### src/rtl/rcm_pkg.sv
// ----------------------------------------------------------------------------
// rcm_pkg
//   Shared definitions for the ring counter monitor:
//     - FSM state encodings (SEARCH / ACQUIRE / LOCKED)
//     - idx_width(): width of a binary index into an n-entry vector (min 1)
//     - rotl1():     rotate-left-by-one of the low n bits of a vector
// ----------------------------------------------------------------------------
package rcm_pkg;

  localparam logic [1:0] SEARCH  = 2'd0;
  localparam logic [1:0] ACQUIRE = 2'd1;
  localparam logic [1:0] LOCKED  = 2'd2;

  // Widest ring the rotate helper can handle.
  localparam int ROT_MAX = 64;

  // Never returns 0, so a 2-entry ring still gets a 1-bit index.
  function automatic int idx_width(input int n);
    return (n <= 2) ? 1 : $clog2(n);
  endfunction

  // Rotates bits [n-1:0] left by one position: bit n-1 wraps to bit 0.
  // Bits at or above n are returned as 0.
  function automatic logic [ROT_MAX-1:0] rotl1(input logic [ROT_MAX-1:0] v,
                                               input int                 n);
    logic [ROT_MAX-1:0] r;
    r = '0;
    for (int i = 0; i < ROT_MAX; i++) begin
      if (i < n) r[(i + 1) % n] = v[i];
    end
    return r;
  endfunction

endpackage

### src/rtl/onehot_encoder.sv
// ----------------------------------------------------------------------------
// onehot_encoder
//   Purely combinational one-hot to binary encoder.
//   Ports:
//     i_ring   [N-1:0]      vector under test
//     o_valid               exactly one bit of i_ring is set
//     o_idx    [IDX_W-1:0]  position of the set bit (meaningful only if o_valid)
// ----------------------------------------------------------------------------
module onehot_encoder
  import rcm_pkg::*;
#(
  parameter  int N     = 4,
  localparam int IDX_W = idx_width(N)
) (
  input  logic [N-1:0]     i_ring,
  output logic             o_valid,
  output logic [IDX_W-1:0] o_idx
);

  always_comb begin
    logic seen;
    logic multi;
    // NOTE: every variable gets a default before the loop so no path leaves
    // it unassigned; otherwise synthesis infers a latch.
    seen  = 1'b0;
    multi = 1'b0;
    o_idx = '0;
    for (int i = 0; i < N; i++) begin
      if (i_ring[i]) begin
        if (seen) multi = 1'b1;
        seen  = 1'b1;
        o_idx = o_idx | IDX_W'(i);
      end
    end
    o_valid = seen && !multi;
  end

endmodule

### src/rtl/ring_counter_monitor.sv
// ----------------------------------------------------------------------------
// ring_counter_monitor
//   Health monitor for an N-bit one-hot ring counter. Each strobed sample is
//   encoded to a binary index and compared against the previous one-hot
//   sample rotated left by one. LOCK_CNT consecutive legal advances declare
//   lock; while locked, every illegal sample raises an error pulse and bumps
//   a saturating error counter.
//   Ports:
//     clk          rising-edge clock
//     reset        asynchronous active-low reset
//     en_i         sample strobe
//     ring_i       [N-1:0] ring vector
//     clr_i        synchronous clear of err_cnt_o (a coincident error wins as 1)
//     idx_o        [IDX_W-1:0] index of last one-hot sample
//     onehot_ok_o  last sample was exactly one-hot
//     locked_o     FSM is in LOCKED
//     wrap_o       pulse: legal N-1 -> 0 advance while locked
//     err_pulse_o  pulse: sequence error while locked
//     err_cnt_o    [ERR_W-1:0] saturating error count
// ----------------------------------------------------------------------------
module ring_counter_monitor
  import rcm_pkg::*;
#(
  parameter  int N        = 4,
  parameter  int LOCK_CNT = 3,
  parameter  int ERR_W    = 8,
  localparam int IDX_W    = idx_width(N),
  localparam int GOOD_W   = idx_width(LOCK_CNT + 1)
) (
  input  logic             clk,
  input  logic             reset,
  input  logic             en_i,
  input  logic [N-1:0]     ring_i,
  input  logic             clr_i,
  output logic [IDX_W-1:0] idx_o,
  output logic             onehot_ok_o,
  output logic             locked_o,
  output logic             wrap_o,
  output logic             err_pulse_o,
  output logic [ERR_W-1:0] err_cnt_o
);

  logic [1:0]        r_state;
  logic [N-1:0]      r_prev;
  logic [IDX_W-1:0]  r_idx;
  logic              r_ok;
  logic [GOOD_W-1:0] r_good;
  logic              r_wrap;
  logic              r_err;
  logic [ERR_W-1:0]  r_err_cnt;

  logic              w_valid;
  logic [IDX_W-1:0]  w_pos;
  logic [N-1:0]      w_expect;
  logic              w_legal;
  logic [1:0]        w_state_nxt;
  logic [GOOD_W-1:0] w_good_nxt;
  logic              w_err;
  logic              w_wrap;
  logic              w_sat;

  onehot_encoder #(.N(N)) u_enc (
    .i_ring  (ring_i),
    .o_valid (w_valid),
    .o_idx   (w_pos)
  );

  // The only legal successor of the previous one-hot sample. With prev = 0
  // (after reset) this is 0, which a one-hot sample can never match.
  assign w_expect = N'(rotl1(ROT_MAX'(r_prev), N));
  assign w_legal  = w_valid && (ring_i == w_expect);
  assign w_sat    = &r_err_cnt;

  always_comb begin
    w_state_nxt = r_state;
    w_good_nxt  = r_good;
    w_err       = 1'b0;
    w_wrap      = 1'b0;
    if (en_i) begin
      case (r_state)
        SEARCH: begin
          if (w_valid) begin
            w_state_nxt = ACQUIRE;
            w_good_nxt  = '0;
          end
        end
        ACQUIRE: begin
          if (!w_valid) begin
            w_state_nxt = SEARCH;
          end else if (w_legal) begin
            // This advance is the LOCK_CNT-th one in a row.
            if (r_good == GOOD_W'(LOCK_CNT - 1)) w_state_nxt = LOCKED;
            w_good_nxt = r_good + GOOD_W'(1);
          end else begin
            w_good_nxt = '0;
          end
        end
        LOCKED: begin
          if (w_legal) begin
            // prev is one-hot here, so its top bit marks index N-1.
            w_wrap = r_prev[N-1];
          end else begin
            w_err       = 1'b1;
            w_good_nxt  = '0;
            w_state_nxt = w_valid ? ACQUIRE : SEARCH;
          end
        end
        default: begin
          w_state_nxt = SEARCH;
          w_good_nxt  = '0;
        end
      endcase
    end
  end

  // NOTE: sequential state uses non-blocking assignments so every register
  // samples the pre-edge values, independent of statement order.
  always_ff @(posedge clk or negedge reset) begin
    if (!reset) begin
      r_state <= SEARCH;
      r_prev  <= '0;
      r_idx   <= '0;
      r_ok    <= 1'b0;
      r_good  <= '0;
      r_wrap  <= 1'b0;
      r_err   <= 1'b0;
    end else begin
      r_state <= w_state_nxt;
      r_good  <= w_good_nxt;
      r_wrap  <= w_wrap;
      r_err   <= w_err;
      if (en_i) begin
        r_ok <= w_valid;
        // A malformed sample must not disturb the reference position.
        if (w_valid) begin
          r_prev <= ring_i;
          r_idx  <= w_pos;
        end
      end
    end
  end

  // Clear takes priority over the old count, but an error on the same edge
  // is still recorded as the first one after the clear.
  always_ff @(posedge clk or negedge reset) begin
    if (!reset) begin
      r_err_cnt <= '0;
    end else if (clr_i) begin
      r_err_cnt <= w_err ? ERR_W'(1) : '0;
    end else if (w_err && !w_sat) begin
      r_err_cnt <= r_err_cnt + ERR_W'(1);
    end
  end

  assign idx_o       = r_idx;
  assign onehot_ok_o = r_ok;
  assign locked_o    = (r_state == LOCKED);
  assign wrap_o      = r_wrap;
  assign err_pulse_o = r_err;
  assign err_cnt_o   = r_err_cnt;

endmodule

### config.mk
export PLATFORM = sky130hd
export DESIGN_NAME = ring_counter_monitor
export DESIGN_NICKNAME = d
export VERILOG_FILES = /design/src/rtl/rcm_pkg.sv /design/src/rtl/onehot_encoder.sv /design/src/rtl/ring_counter_monitor.sv
export SDC_FILE = /design/constraint.sdc
export NUM_CORES = 1
export LEC_CHECK = 0
export BUFFER_PORTS_ARGS = -buffer_cell sky130_fd_sc_hd__buf_2
export CAP_MARGIN = 20
export CORE_ASPECT_RATIO = 2
export CORE_MARGIN = 3
export CORE_UTILIZATION = 35
export CTS_BUF_LIST = sky130_fd_sc_hd__clkbuf_4
export DETAILED_ROUTE_END_ITERATION = 10
export SYNTH_ARGS = -nofsm -noshare
export SYNTH_HDL_FRONTEND = slang
export SYNTH_HIERARCHICAL = 1
export SYNTH_SLANG_ARGS = --single-unit
### constraint.sdc
create_clock -name clk -period 2.1 [get_ports clk]
set_input_delay 0.105 -clock clk [delete_from_list [all_inputs] [get_ports clk]]
set_output_delay 0.105 -clock clk [all_outputs]
set_load 0.005 [all_outputs]
# [Word-level counts from Yosys, hierarchy flattened]
# Index checks and enable logic that the tools add are counted.
[word_totals] reg_bits=21 in_bits=8 out_inout_bits=14 word_cells=64
[op_classes] add_sub_neg=2 eq_ne=9 n_mux=34 reduce_logical=11
[op_table] op="$mux 2" count=11
[op_table] op="$mux 1" count=19
[op_table] op="$mux 8" count=2
[op_table] op="$pmux 2 s3" count=2
[op_table] op="$add 8x1->8 const B" count=1
[op_table] op="$reduce_and 8->1" count=1
[op_table] op="$ne 2x2->1 const B" count=3
[op_table] op="$ne 3x3->1 const B" count=2
[op_table] op="$reduce_and 5->1" count=1
[op_table] op="$eq 2x2->1 const B" count=2
[op_table] op="$eq 4x4->1" count=1
[op_table] op="$reduce_and 4->1" count=1
[op_table] op="$logic_and 1x1->1" count=3
[op_table] op="$add 2x1->2 const B" count=1
[op_table] op="$eq 2x1->1 const B" count=1
[op_table] op="$logic_not 1->1" count=2
[op_table] op="$logic_not 2->1" count=1
[op_table] op="$reduce_and 2->1" count=1
[op_table] op="$reduce_bool 2->1" count=1

# [Depth between registers and ports, before layout]
[logic_depth] depth_word=16 mapped_depth=6 ltp_nobuf=5

# [Modules after synthesis]
# Netlist, hierarchy kept.
[by_module_without_submodules] mod="ring_counter_monitor" n_inst=1 cells_per_inst=111 area_each_um2=1194.9 seq_area_each_um2=525.5
[by_module_without_submodules] mod="onehot_encoder" n_inst=1 cells_per_inst=6 area_each_um2=53.8 seq_area_each_um2=0.0

# [Least setup slack after synthesis]
# OpenSTA, ideal clock, no wires.
[synth_path] path_type="flip-flop to flip-flop" start="register r_err_cnt[0], in the netlist err_cnt_o[0]" end="register r_err_cnt[7], in the netlist err_cnt_o[7]" setup_ns=0.127 t_arrival_ns=1.654 required_time_ns=1.973 slack_ns=0.318 path_stages_with_launch=6 n_path_buf=0 synth_period_minus_slack_ns=1.782 cell_sequence="dfrtp_1 ha_1 nand3_1 or4b_1 a21oi_2 mux2_1"
[synth_via] elab_chain_cells=4 elab_cells_between_ends=7 cone_classes="1 x add/sub; 2 x mux; 4 x reduce/logical"
[synth_rtl] element="from (decl)" line_no="ring_counter_monitor.sv:50" text="logic [ERR_W-1:0] r_err_cnt;"
[synth_rtl] element="from (signal assigned)" line_no="ring_counter_monitor.sv:149" text="r_err_cnt <= w_err ? ERR_W'(1) : '0;"
[synth_rtl] element="from (signal assigned)" line_no="ring_counter_monitor.sv:151" text="r_err_cnt <= r_err_cnt + ERR_W'(1);"
[synth_rtl] element="branches (longest 4 deep; another with $add 8x1->8)"
# Parallel ways; which one is timed is not known. The select of a mux whose other input is x is not followed.
# A chain may end at the register's enable or synchronous reset.

# [Worst setup path after layout]
# Same ends and word-level chain as after synthesis.

==> summary.txt <==
========================================================================================
Number of synthesized register bits                                                   21
Final GP Congestion                                                                0.784
Nets                                                                                 152
Via total after detailed routing                                                     983
Ys flop type                                                                sky130_fd_sc_hd__dfrtp_1
Number of warnings reported in the yosys synthesis log                                 6
DR DRC count                                                                           0
Unrepaired setup endpoints after global routing                                       no
Number of synthesized flops with an enable pin                                         0
Worst Reg2Reg Path Length in Cells                                                     5
Antenna violations before repair                                                       0
Number of nets with antenna violations after routing                                   0
Power Density                                                                 583 nW/µm²
Worst EP required                                                                2.31 ns
Worst slew slack as a fraction of its limit                                        66.3%
Vias in the first global route                                                      1011
Average wire length per cell after detail routing                                13.9 µm
Placed instance count                                                                184
Die H                                                                            90.5 µm
Count of port buffers added during placement                                          21
Clock tree from TritonCTS                                                          built
Per-instance average area after synthesis                                       10.7 µm²
Setup Total Neg Slack                                                               0 ns
Share of cells above drive strength 1                                              33.3%
Launch point of the worst hold path                                            ring_i[2]
Max-cap violation count                                                                0
Buffers inserted by post-CTS timing repair                                             0
Critical-path top delay cell                                                sky130_fd_sc_hd__dfrtp_1
Vias per cell                                                                       5.20
Outcome                                                                     complete, no violations
Most repeated cell in the gate-level netlist after synthesis                sky130_fd_sc_hd__dfrtp_1
Num Clock Sinks                                                                       21
Critical path type                                                          flip-flop to flip-flop
Total routed wirelength                                                          2630 µm
Global-route congestion overflow total                                                 0
Pin count of the biggest net entering global routing                                  22
Effective utilization at floorplan                                                 36.6%
Worst setup skew after layout                                                 0.00677 ns
Worst-path cell chain                                                       ha_1 > nand3_1 > or4b_1 > a21oi_2 > mux2_1
Crit path capture type                                                         flip-flop
Minimum clock period after layout                                                1.89 ns
Data arrival time of the critical path                                           2.10 ns
First-pass GRT wire length                                                       4470 µm
N_diodes                                                                               0
Pre-CTS setup slack                                                             0.204 ns
Critical Path Source                                                        err_cnt_o[0]$_DFFE_PN0P_
Maximum buffer depth of the clock tree                                                 2
Layout filler cell count                                                             345
Share of the clock period used by the worst path                                   90.0%
Area overhead of the layout relative to synthesis                                  15.0%
Ports                                                                                 22
Total half-perimeter wirelength after legalization and detailed placement        1980 µm
Final Total Pwr                                                                   838 µW
CP startpoint kind                                                             flip-flop
Area share of the leading cell type in the synthesized netlist                     42.1%
Die X-Extent                                                                     48.2 µm
Drt first-iter violations                                                             22
Worst Hold Depth                                                                       2
Worst Hold End                                                              r_prev[2]$_DFFE_PN0P_
Number of detailed-routing iterations run before antenna repair                        4
Gr usage total                                                                     13.5%
Largest incremental delay on the critical path                                   0.47 ns
Number of H-tree branching levels                                                      1
Path class of the lowest-slack min-delay path                               primary input to flip-flop
Number of hold violations in the final report                                          0
Capture instance of the worst register-to-register path                     err_cnt_o[7]$_DFFE_PN0P_
Clock tree root driver cell                                                 sky130_fd_sc_hd__clkbuf_4
Synth cell count leaders                                                    21 x sky130_fd_sc_hd__dfrtp_1, 9 x sky130_fd_sc_hd__mux2_2, 9 x sky130_fd_sc_hd__nand2_1, 9 x sky130_fd_sc_hd__nor2_1, 7 x sky130_fd_sc_hd__nor2b_1
Final Slew Violations                                                                  0
Clock Latency Late Sink                                                          0.32 ns
Worst-case vdd ir drop                                                        0.000340 V
Sequential area share after synthesis                                              42.1%
Synthesized Nets                                                                     127
Area contributors post-synth                                                sky130_fd_sc_hd__dfrtp_1 42%, sky130_fd_sc_hd__mux2_2 8.1%, sky130_fd_sc_hd__nor2b_1 3.5%, sky130_fd_sc_hd__xor2_1 2.8%, sky130_fd_sc_hd__nand2_1 2.7%
Setup Viol. Count Final                                                                0
Pin slew with the least headroom to its limit                                   0.506 ns
Total clock buffers created by CTS                                                     3
Peak Freq                                                                        529 MHz
Most area-hungry cell type in the Yosys netlist                             sky130_fd_sc_hd__dfrtp_1
Netlist Area Pre-Place                                                          1250 µm²
Reg2reg setup slack                                                              0.21 ns
Number of standard cells in the layout, taps in and fillers out                      189
Die area                                                                        4360 µm²
RR Startpoint                                                               err_cnt_o[0]$_DFFE_PN0P_
Synthesized instance count                                                           117
Worst Slack Setup Final                                                         0.209 ns
Leakage power summed over all cells                                          0.000660 µW
Placeable core region                                                           3420 µm²
Yosys cell types                                                                      42
# rows                                                                                30
Maximum fanout encountered on the critical timing path                                 7
Clock Pin Slew Worst Setup and Hold Paths                                        0.13 ns
Post-synthesis async set-or-reset flop share                                        100%
========================================================================================
==> per-stage QoR <==
step / hold slack [ns] / utilization (%) / instance area (µm²)
floorplan: -0.191 / - / 1250
global placement: 0.0953 / 41.0 / 1400
detailed placement: 0.102 / 41.0 / 1400
CTS: 0.0742 / 42.1 / 1440
global route: 0.0717 / 42.1 / 1440
finish: 0.0775 / 42.1 / 1440
==> logic make-up (layout without fill, tap and decap cells) <==
kind of cell    count (synthesis)  in the layout  synth area share (%)
fa+ha+maj                       2              2                  2.00
flops                          21             21                  42.1
xor+xnor                        5              5                  3.51
compound gates                 24             24                  15.0
mux                            14             14                  13.0
buf+inv                        10             34                  4.21
simple gates                   41             41                  20.1
==> area by class of cell <==
type | instances | area, µm² | area share [%]
Clock buffer | 3 | 22.5 | 1.57
Clock inverter | 1 | 5.00 | 0.348
Inverter | 6 | 22.5 | 1.57
Multi-Input combinational cell | 86 | 671 | 46.7
Sequential cell | 21 | 526 | 36.6
Tap cell | 48 | 60.1 | 4.18
Timing Repair Buffer | 24 | 130 | 9.06
==> layer usage <==
| layer | global-route usage (%) | vias to the layer above | part of all wire, % |
|---|---|---|---|
| li1 | - | 476 | - |
| met1 | 15.4 | 478 | 41 |
| met3 | 2.40 | 5 | 3.8 |
| met2 | 23.0 | 24 | 53 |
| met5 | 0 | - | 0 |
| met4 | 4.94 | 0 | 1.6 |
==> timing repair <==
item / in CTS / in global routing
resized for setup: 0 / 0
hold buffers: 1 / 0
endpoints found under the setup margin: 0 / 0
endpoints found under the hold margin: 21 / 0
==> worst max path at each step <==
stage	to	slack [ns]
floorplan	err_cnt_o[7]$_DFFE_PN0P_	0.32
global placement	err_cnt_o[7]$_DFFE_PN0P_	0.21
detailed placement	err_cnt_o[7]$_DFFE_PN0P_	0.20
CTS	err_cnt_o[7]$_DFFE_PN0P_	0.19
global route	err_cnt_o[7]$_DFFE_PN0P_	0.09
finish	err_cnt_o[7]$_DFFE_PN0P_	0.21
==> flip-flops by register name, indices dropped and copies added (netlist names) <==
register and cells:
r_state 2, r_good 2, r_prev 4, err_cnt_o 8, err_pulse_o 1, idx_o 2
wrap_o 1, onehot_ok_o 1
==> worst max-delay path: cells and delay by family, from the launching register on <==
kind / cells / cell delay, ns
and+or+nand+nor: 2 / 0.59
AOI/OAI and AO/OA: 1 / 0.13
DFF: 1 / 0.47
adders and majority gates: 1 / 0.28
muxes: 1 / 0.33
==> placed cells by master (no fill, tap or decap), types with 2 or more instances in the layout <==
master,instances
sky130_fd_sc_hd__nor2b_1,7
sky130_fd_sc_hd__a211oi_1,3
sky130_fd_sc_hd__o21ai_0,3
sky130_fd_sc_hd__buf_2,21
sky130_fd_sc_hd__nor2_1,9
sky130_fd_sc_hd__ha_1,2
sky130_fd_sc_hd__nand3_1,3
sky130_fd_sc_hd__dfrtp_1,21
sky130_fd_sc_hd__inv_1,6
sky130_fd_sc_hd__mux2_2,9
sky130_fd_sc_hd__a211oi_2,2
sky130_fd_sc_hd__mux2_4,2
sky130_fd_sc_hd__clkbuf_4,3
sky130_fd_sc_hd__buf_4,2
sky130_fd_sc_hd__xor2_1,4
sky130_fd_sc_hd__nand2_1,9
sky130_fd_sc_hd__or4b_2,2
sky130_fd_sc_hd__mux2i_1,2
sky130_fd_sc_hd__a21oi_1,4
sky130_fd_sc_hd__or2_1,2
sky130_fd_sc_hd__nand4_1,2
==> power breakdown <==
part / internal (µW) / switching, µW / total [µW]
registers: 440 / 23.8 / 464
clock network: 71.3 / 135 / 206
logic: 74.8 / 93.6 / 168
total: 586 / 252 / 838
Power figures use the tool's default switching activity.
